==> src/rtl/vmicro16_timer_multi_apb_pkg.sv <==
// -----------------------------------------------------------------------------
// vmicro16_timer_multi_apb_pkg
// Shared definitions for the multi-channel APB timer: register offsets within
// a channel's 4-word window and the bit positions inside CTRL and STATUS.
// -----------------------------------------------------------------------------
package vmicro16_timer_multi_apb_pkg;

   // Register offset inside one channel window (S_PADDR[1:0]).
   typedef enum logic [1:0] {
      REG_LOAD   = 2'd0,
      REG_COUNT  = 2'd1,
      REG_CTRL   = 2'd2,
      REG_STATUS = 2'd3
   } reg_sel_e;

   // CTRL bit indices.
   localparam int CTRL_EN       = 0;
   localparam int CTRL_ONESHOT  = 1;
   localparam int CTRL_IRQ_EN   = 2;
   localparam int CTRL_RELOAD   = 3;  // write-only strobe, always reads 0
   localparam int CTRL_PRESCALE = 8;  // PRESCALE field starts here

   // STATUS bit indices.
   localparam int STATUS_EXPIRED = 0;

endpackage : vmicro16_timer_multi_apb_pkg

==> src/rtl/vmicro16_timer_chan.sv <==
// -----------------------------------------------------------------------------
// vmicro16_timer_chan
// One timer channel: LOAD/COUNT registers, control fields, prescaler and the
// sticky expiry flag.  The bus decode lives in the parent; this block only sees
// per-register write strobes and the write data.
//
// Ports
//   clk, reset        clock, asynchronous active-low reset
//   wr_load/ctrl/status  one-cycle write strobes for this channel
//   wdata             write data
//   load_o, count_o, ctrl_o, status_o   register read-back values
//   out               one-cycle pulse on expiry
//   irq               level interrupt = STATUS[0] & IRQ_EN
// -----------------------------------------------------------------------------
module vmicro16_timer_chan
   import vmicro16_timer_multi_apb_pkg::*;
#(
   parameter int DATA_WIDTH     = 16,
   parameter int PRESCALE_WIDTH = 8
) (
   input  logic                  clk,
   input  logic                  reset,
   input  logic                  wr_load,
   input  logic                  wr_ctrl,
   input  logic                  wr_status,
   input  logic [DATA_WIDTH-1:0] wdata,
   output logic [DATA_WIDTH-1:0] load_o,
   output logic [DATA_WIDTH-1:0] count_o,
   output logic [DATA_WIDTH-1:0] ctrl_o,
   output logic [DATA_WIDTH-1:0] status_o,
   output logic                  out,
   output logic                  irq
);

   logic [DATA_WIDTH-1:0]     load_q,     load_d;
   logic [DATA_WIDTH-1:0]     count_q,    count_d;
   logic [PRESCALE_WIDTH-1:0] presc_q,    presc_d;
   logic [PRESCALE_WIDTH-1:0] prescale_q, prescale_d;
   logic                      en_q,       en_d;
   logic                      oneshot_q,  oneshot_d;
   logic                      irq_en_q,   irq_en_d;
   logic                      status_q,   status_d;
   logic                      out_q,      out_d;
   logic                      tick;
   logic                      expire;

   always_comb begin
      // NOTE: every combinationally assigned signal gets a default first so no
      // path through the if/else tree leaves it unassigned (no latches).
      load_d     = load_q;
      count_d    = count_q;
      presc_d    = presc_q;
      prescale_d = prescale_q;
      en_d       = en_q;
      oneshot_d  = oneshot_q;
      irq_en_d   = irq_en_q;
      status_d   = status_q;
      tick       = 1'b0;
      expire     = 1'b0;

      // A LOAD or CTRL write owns the channel for that edge: the prescaler and
      // counter do not advance, so software sees exactly what it wrote.
      if (wr_load) begin
         load_d  = wdata;
         count_d = wdata;
         presc_d = '0;
      end else if (wr_ctrl) begin
         en_d       = wdata[CTRL_EN];
         oneshot_d  = wdata[CTRL_ONESHOT];
         irq_en_d   = wdata[CTRL_IRQ_EN];
         prescale_d = wdata[CTRL_PRESCALE +: PRESCALE_WIDTH];
         if (wdata[CTRL_RELOAD] || !wdata[CTRL_EN]) begin
            presc_d = '0;
         end
         if (wdata[CTRL_RELOAD]) begin
            count_d = load_q;
         end
      end else if (en_q) begin
         if (presc_q == prescale_q) begin
            tick    = 1'b1;
            presc_d = '0;
         end else begin
            presc_d = presc_q + PRESCALE_WIDTH'(1);
         end
      end else begin
         presc_d = '0;
      end

      if (tick) begin
         if (count_q != '0) begin
            count_d = count_q - DATA_WIDTH'(1);
         end else begin
            expire = 1'b1;
            if (oneshot_q) begin
               en_d = 1'b0;        // COUNT stays at 0
            end else begin
               count_d = load_q;
            end
         end
      end

      // Clear first, then set: an expiry on the same edge as a W1C wins.
      if (wr_status && wdata[STATUS_EXPIRED]) begin
         status_d = 1'b0;
      end
      if (expire) begin
         status_d = 1'b1;
      end

      out_d = expire;
   end

   // NOTE: all state, including LOAD, is cleared by reset so a channel always
   // comes out of reset idle with a defined payload on int_data.
   always_ff @(posedge clk or negedge reset) begin
      if (!reset) begin
         load_q     <= '0;
         count_q    <= '0;
         presc_q    <= '0;
         prescale_q <= '0;
         en_q       <= 1'b0;
         oneshot_q  <= 1'b0;
         irq_en_q   <= 1'b0;
         status_q   <= 1'b0;
         out_q      <= 1'b0;
      end else begin
         // NOTE: non-blocking assignments so every flop samples the pre-edge
         // values computed above, independent of statement order.
         load_q     <= load_d;
         count_q    <= count_d;
         presc_q    <= presc_d;
         prescale_q <= prescale_d;
         en_q       <= en_d;
         oneshot_q  <= oneshot_d;
         irq_en_q   <= irq_en_d;
         status_q   <= status_d;
         out_q      <= out_d;
      end
   end

   always_comb begin
      ctrl_o                                       = '0;
      ctrl_o[CTRL_EN]                              = en_q;
      ctrl_o[CTRL_ONESHOT]                         = oneshot_q;
      ctrl_o[CTRL_IRQ_EN]                          = irq_en_q;
      ctrl_o[CTRL_PRESCALE +: PRESCALE_WIDTH]      = prescale_q;
   end

   assign load_o   = load_q;
   assign count_o  = count_q;
   assign status_o = {{(DATA_WIDTH-1){1'b0}}, status_q};
   assign out      = out_q;
   assign irq      = status_q & irq_en_q;

endmodule : vmicro16_timer_chan

==> src/rtl/vmicro16_timer_multi_apb.sv <==
// -----------------------------------------------------------------------------
// vmicro16_timer_multi_apb
// APB slave wrapping CHANNELS independent down-counting timers.  Address is
// {channel, reg[1:0]}; zero wait states; reads are combinational.
//
// Ports
//   clk, reset                 clock, asynchronous active-low reset
//   S_PADDR                    {channel index, register offset}
//   S_PWRITE/S_PSELx/S_PENABLE APB control
//   S_PWDATA / S_PRDATA        write / read data (read is 0 when idle)
//   S_PREADY                   S_PSELx & S_PENABLE
//   out[ch]                    one-cycle expiry pulse
//   irq[ch]                    STATUS[0] & IRQ_EN
//   int_data[ch*DW +: DW]      LOAD value of channel ch
// -----------------------------------------------------------------------------
module vmicro16_timer_multi_apb
   import vmicro16_timer_multi_apb_pkg::*;
#(
   parameter int DATA_WIDTH     = 16,
   parameter int CHANNELS       = 4,
   parameter int PRESCALE_WIDTH = 8
) (
   input  logic                             clk,
   input  logic                             reset,
   input  logic [$clog2(CHANNELS)+1:0]      S_PADDR,
   input  logic                             S_PWRITE,
   input  logic                             S_PSELx,
   input  logic                             S_PENABLE,
   input  logic [DATA_WIDTH-1:0]            S_PWDATA,
   output logic [DATA_WIDTH-1:0]            S_PRDATA,
   output logic                             S_PREADY,
   output logic [CHANNELS-1:0]              out,
   output logic [CHANNELS-1:0]              irq,
   output logic [CHANNELS*DATA_WIDTH-1:0]   int_data
);

   localparam int ADDR_W = $clog2(CHANNELS) + 2;

   logic              access;
   logic              wr;
   logic [ADDR_W-1:0] chan_sel;   // full-width so indices >= CHANNELS never alias
   reg_sel_e          reg_sel;

   logic [DATA_WIDTH-1:0] load_a   [CHANNELS];
   logic [DATA_WIDTH-1:0] count_a  [CHANNELS];
   logic [DATA_WIDTH-1:0] ctrl_a   [CHANNELS];
   logic [DATA_WIDTH-1:0] status_a [CHANNELS];

   assign access   = S_PSELx & S_PENABLE;
   assign S_PREADY = access;
   assign wr       = access & S_PWRITE;
   assign chan_sel = S_PADDR >> 2;
   assign reg_sel  = reg_sel_e'(S_PADDR[1:0]);

   for (genvar g = 0; g < CHANNELS; g++) begin : g_chan
      logic hit;
      assign hit = wr && (chan_sel == ADDR_W'(g));

      vmicro16_timer_chan #(
         .DATA_WIDTH     (DATA_WIDTH),
         .PRESCALE_WIDTH (PRESCALE_WIDTH)
      ) u_chan (
         .clk       (clk),
         .reset     (reset),
         .wr_load   (hit && (reg_sel == REG_LOAD)),
         .wr_ctrl   (hit && (reg_sel == REG_CTRL)),
         .wr_status (hit && (reg_sel == REG_STATUS)),
         .wdata     (S_PWDATA),
         .load_o    (load_a[g]),
         .count_o   (count_a[g]),
         .ctrl_o    (ctrl_a[g]),
         .status_o  (status_a[g]),
         .out       (out[g]),
         .irq       (irq[g])
      );

      assign int_data[g*DATA_WIDTH +: DATA_WIDTH] = load_a[g];
   end

   always_comb begin
      S_PRDATA = '0;
      if (access) begin
         for (int i = 0; i < CHANNELS; i++) begin
            if (chan_sel == ADDR_W'(i)) begin
               case (reg_sel)
                  REG_LOAD:   S_PRDATA = load_a[i];
                  REG_COUNT:  S_PRDATA = count_a[i];
                  REG_CTRL:   S_PRDATA = ctrl_a[i];
                  REG_STATUS: S_PRDATA = status_a[i];
                  default:    S_PRDATA = '0;
               endcase
            end
         end
      end
   end

endmodule : vmicro16_timer_multi_apb

==> config.mk <==
export PLATFORM = sky130hd
export DESIGN_NAME = vmicro16_timer_multi_apb
export DESIGN_NICKNAME = d
export VERILOG_FILES = /design/src/rtl/vmicro16_timer_multi_apb_pkg.sv /design/src/rtl/vmicro16_timer_chan.sv /design/src/rtl/vmicro16_timer_multi_apb.sv
export SDC_FILE = /design/constraint.sdc
export NUM_CORES = 1
export LEC_CHECK = 0
export CORE_UTILIZATION = 65
export DETAILED_ROUTE_END_ITERATION = 8
export GPL_ROUTABILITY_DRIVEN = 0
export GPL_TIMING_DRIVEN = 0
export PLACE_DENSITY_LB_ADDON = 0.05
export SYNTH_ARGS = -nofsm -noshare
export SYNTH_HDL_FRONTEND = slang
export SYNTH_HIERARCHICAL = 1
export SYNTH_SLANG_ARGS = --single-unit
==> constraint.sdc <==
create_clock -name clk -period 6.35 [get_ports clk]
set_input_delay 1.27 -clock clk [delete_from_list [all_inputs] [get_ports clk]]
set_output_delay 1.27 -clock clk [all_outputs]
set_load 0.01 [all_outputs]
==> impl_metrics.tcl <==
set metrics [dict create \
    fp.dieH_microns 155 \
    hold_buffers 0 \
    synth_warnings 6 \
    first_pass_iters 7 \
    synth_area_sq_mm 0.0153 \
    hpwl_mm 34.6 \
    grt_pass1_vias 13150 \
    worstPathRequired_ps 5080 \
    grt_pass1_wl_mm 76.3 \
    period_share_pct 83.2 \
    cts_made_buffers 25 \
    crit_fanout 10 \
    min_period_ps 5280 \
    yosysSeqAreaShare_pct 34.7 \
    area_delta_synth_final_pct 17.9 \
    power_mw 5.85 \
    synth_area_per_cell_sq_um 10.2 \
    status "completed" \
    wl_per_cell_microns 24.3 \
    clk_latency_ps 530 \
    drc_errors 0 \
    crit_path_end_kind "primary output" \
    ys_ff_latch 212 \
    skew_ps 9.08 \
    io_buffers 113 \
    regArea_sq_mm 0.00531 \
    drive_gt1_share_pct 23.0 \
    cts_tree "built" \
    critPathLaunchType "input port" \
    hold_violations 0 \
    track_usage_pct 41.6 \
    synthArstFlopShare_pct 100 \
    cap_violations 0 \
    ir_worst_vdd_mv 0.251 \
    tightest_slew_ps 1420 \
    antenna_left 0 \
    wirelength_mm 49.9 \
    final_max_slew_viol_count 0 \
    layout_commonest_cell "dfrtp_1" \
    timing_worst_setup_path_type "input port to primary output" \
    antenna_cells 0 \
    synth_edf_count 0 \
    synth_cells 1506 \
    fin_cells 2053 \
    rsz0062_at_grt "false" \
    arrival_ps 4010 \
    viasPerCell 6.71 \
    slew_headroom_pct 4.75 \
    cts_buffer_depth 3 \
    hold_path_class "flip-flop to flip-flop" \
    drtIter0Drc 1649 \
    cts_resized 0 \
    core_sq_mm 0.0228 \
    grt_overflow 0 \
    multi_input_area_sq_mm 0.00890 \
    mostFrequentLayoutCells "212 x dfrtp_1, 150 x mux2_2, 112 x clkdlybuf4s50_1, 106 x buf_4, 88 x mux2i_1" \
    yosysUniqueCellTypes 87 \
    cts.sink_count 212 \
    grt_max_degree 110 \
    synth-main-ff-cell "dfrtp_1" \
    dp.cells 2009 \
    grt_antenna_before_repair 1 \
    rows 55 \
    setup-violations-final 0 \
    fmax_ghz 0.189 \
    die_w_microns 155 \
    vias 13775 \
    post_cts_buffers 0 \
    io_pins 114 \
    p_per_area_mw_per_mm2 324 \
    htree_levels 1 \
    dieArea_sq_mm 0.0241 \
    cts_root_buf "clkbuf_16" \
    start_util_pct 66.9 \
    p_leak_nw 7.97 \
    n_fill_cell 1539 \
    clk_pin_slew_ps 60 \
    nNetsFinal 1760 \
]
stage by stage:
stage	TNS (ps)	cell area (sq um)	hold WS, ps	util (%)	setup WS, ps
3_3_place_gp	-1049890	17100	480	74.8	-4970
5_1_grt	0	18000	533	78.9	1020
3_5_place_dp	0	17100	489	75.0	1180
6_report	0	18000	500	78.9	1070
2_1_floorplan	0	15600	465	-	2700
4_1_cts	0	18000	502	78.9	1170
state kept, by name, indices dropped and copies added (netlist names):
register,flops
g_chan.u_chan/presc_q,32
g_chan.u_chan/count_o,64
g_chan.u_chan/load_o,64
g_chan.u_chan/prescale_q,32
g_chan.u_chan/out,4
g_chan.u_chan/oneshot_q,4
g_chan.u_chan/en_q,4
g_chan.u_chan/status_q,4
g_chan.u_chan/irq_en_q,4
cells in the mapped netlist (10+ instances only):
cell	n	area [sq um]
a22oi_1	41	308
mux4_1	10	263
mux4_2	18	405
buf_6	10	113
nor3b_1	10	75.1
xor2_1	44	385
o22ai_1	60	375
xnor2_1	24	210
buf_2	16	80.1
nor2b_1	13	81.3
mux2i_1	88	881
clkbuf_1	28	105
nor3_1	17	85.1
nand2b_1	16	100
a221oi_1	20	175
a31oi_1	10	62.6
and3_1	15	93.8
nand4_1	12	75.1
o21ai_0	38	190
ha_1	12	150
a22o_1	11	96.3
inv_1	33	124
nand3b_1	12	90.1
a21o_1	10	75.1
nor4_1	15	93.8
nor2_1	87	327
dfrtp_1	212	5310
a2bb2oi_1	12	105
buf_1	14	52.6
mux2_2	150	1690
nand3_1	42	210
nand2_1	76	285
buf_4	106	796
a21oi_1	80	400
cell families after synthesis:
kind of cell | after synthesis | share of synthesized area [%]
multiplexers | 266 | 21.2
buffers and inverters | 212 | 8.93
flip-flops | 212 | 34.7
adder cells (fa/ha/maj) | 12 | 0.982
AND/OR/NAND/NOR | 378 | 14.4
AO/OA/AOI/OAI | 354 | 15.8
other | 4 | 0.0982
XOR/XNOR | 68 | 3.90
final cells by class:
class,count,area share (%)
flip-flops and latches,212,29.4
inverters,33,0.687
clock buffers,32,3.89
repair buffers,114,6.45
clock inverters,12,1.08
well taps,313,2.17
multi-input cells,1158,49.4
plain buffers,179,6.89
power breakdown:
| group | internal (mW) | leakage [nW] | switching [mW] |
|---|---|---|---|
| registers | 1.65 | 2.74 | 0.588 |
| clock network | 0.981 | 0.441 | 0.585 |
| logic | 1.05 | 4.79 | 1.00 |
| total | 3.68 | 7.97 | 2.17 |
worst max-delay path, cell delays in order:
cell,delay [ps]
clkdlybuf4s50_1,630
buf_6,230
buf_6,170
inv_1,140
o211ai_1,210
a31oi_1,140
nor4_1,570
clkdlybuf4s50_1,650
layer usage:
metal,wire length [microns],part of all wire (%),GRT usage (%)
met4,3550,7.1,24.6
met3,5320,11,8.47
met1,19100,38,54.5
met5,0,0,0
met2,21900,44,64.0
worst paths after layout:
check / start / endpoint / slack (ps) / depth (start not counted)
hold reg to reg: g_chan[2].u_chan/status_q / g_chan[2].u_chan/status_q / 500 / 1
max in group asynchronous: reset / g_chan[0].u_chan/count_o[8] / 4560 / 2
setup / recovery: S_PADDR[1] / S_PRDATA[10] / 1070 / 8
hold / removal: g_chan[2].u_chan/status_q / g_chan[2].u_chan/status_q / 500 / 1
setup reg to reg: g_chan[3].u_chan/count_o[0] / g_chan[3].u_chan/count_o[7] / 3790 / 6
min in group asynchronous: reset / g_chan[2].u_chan/presc_q[4] / 760 / 1
Note: power is estimated with default switching activity, not from simulation.
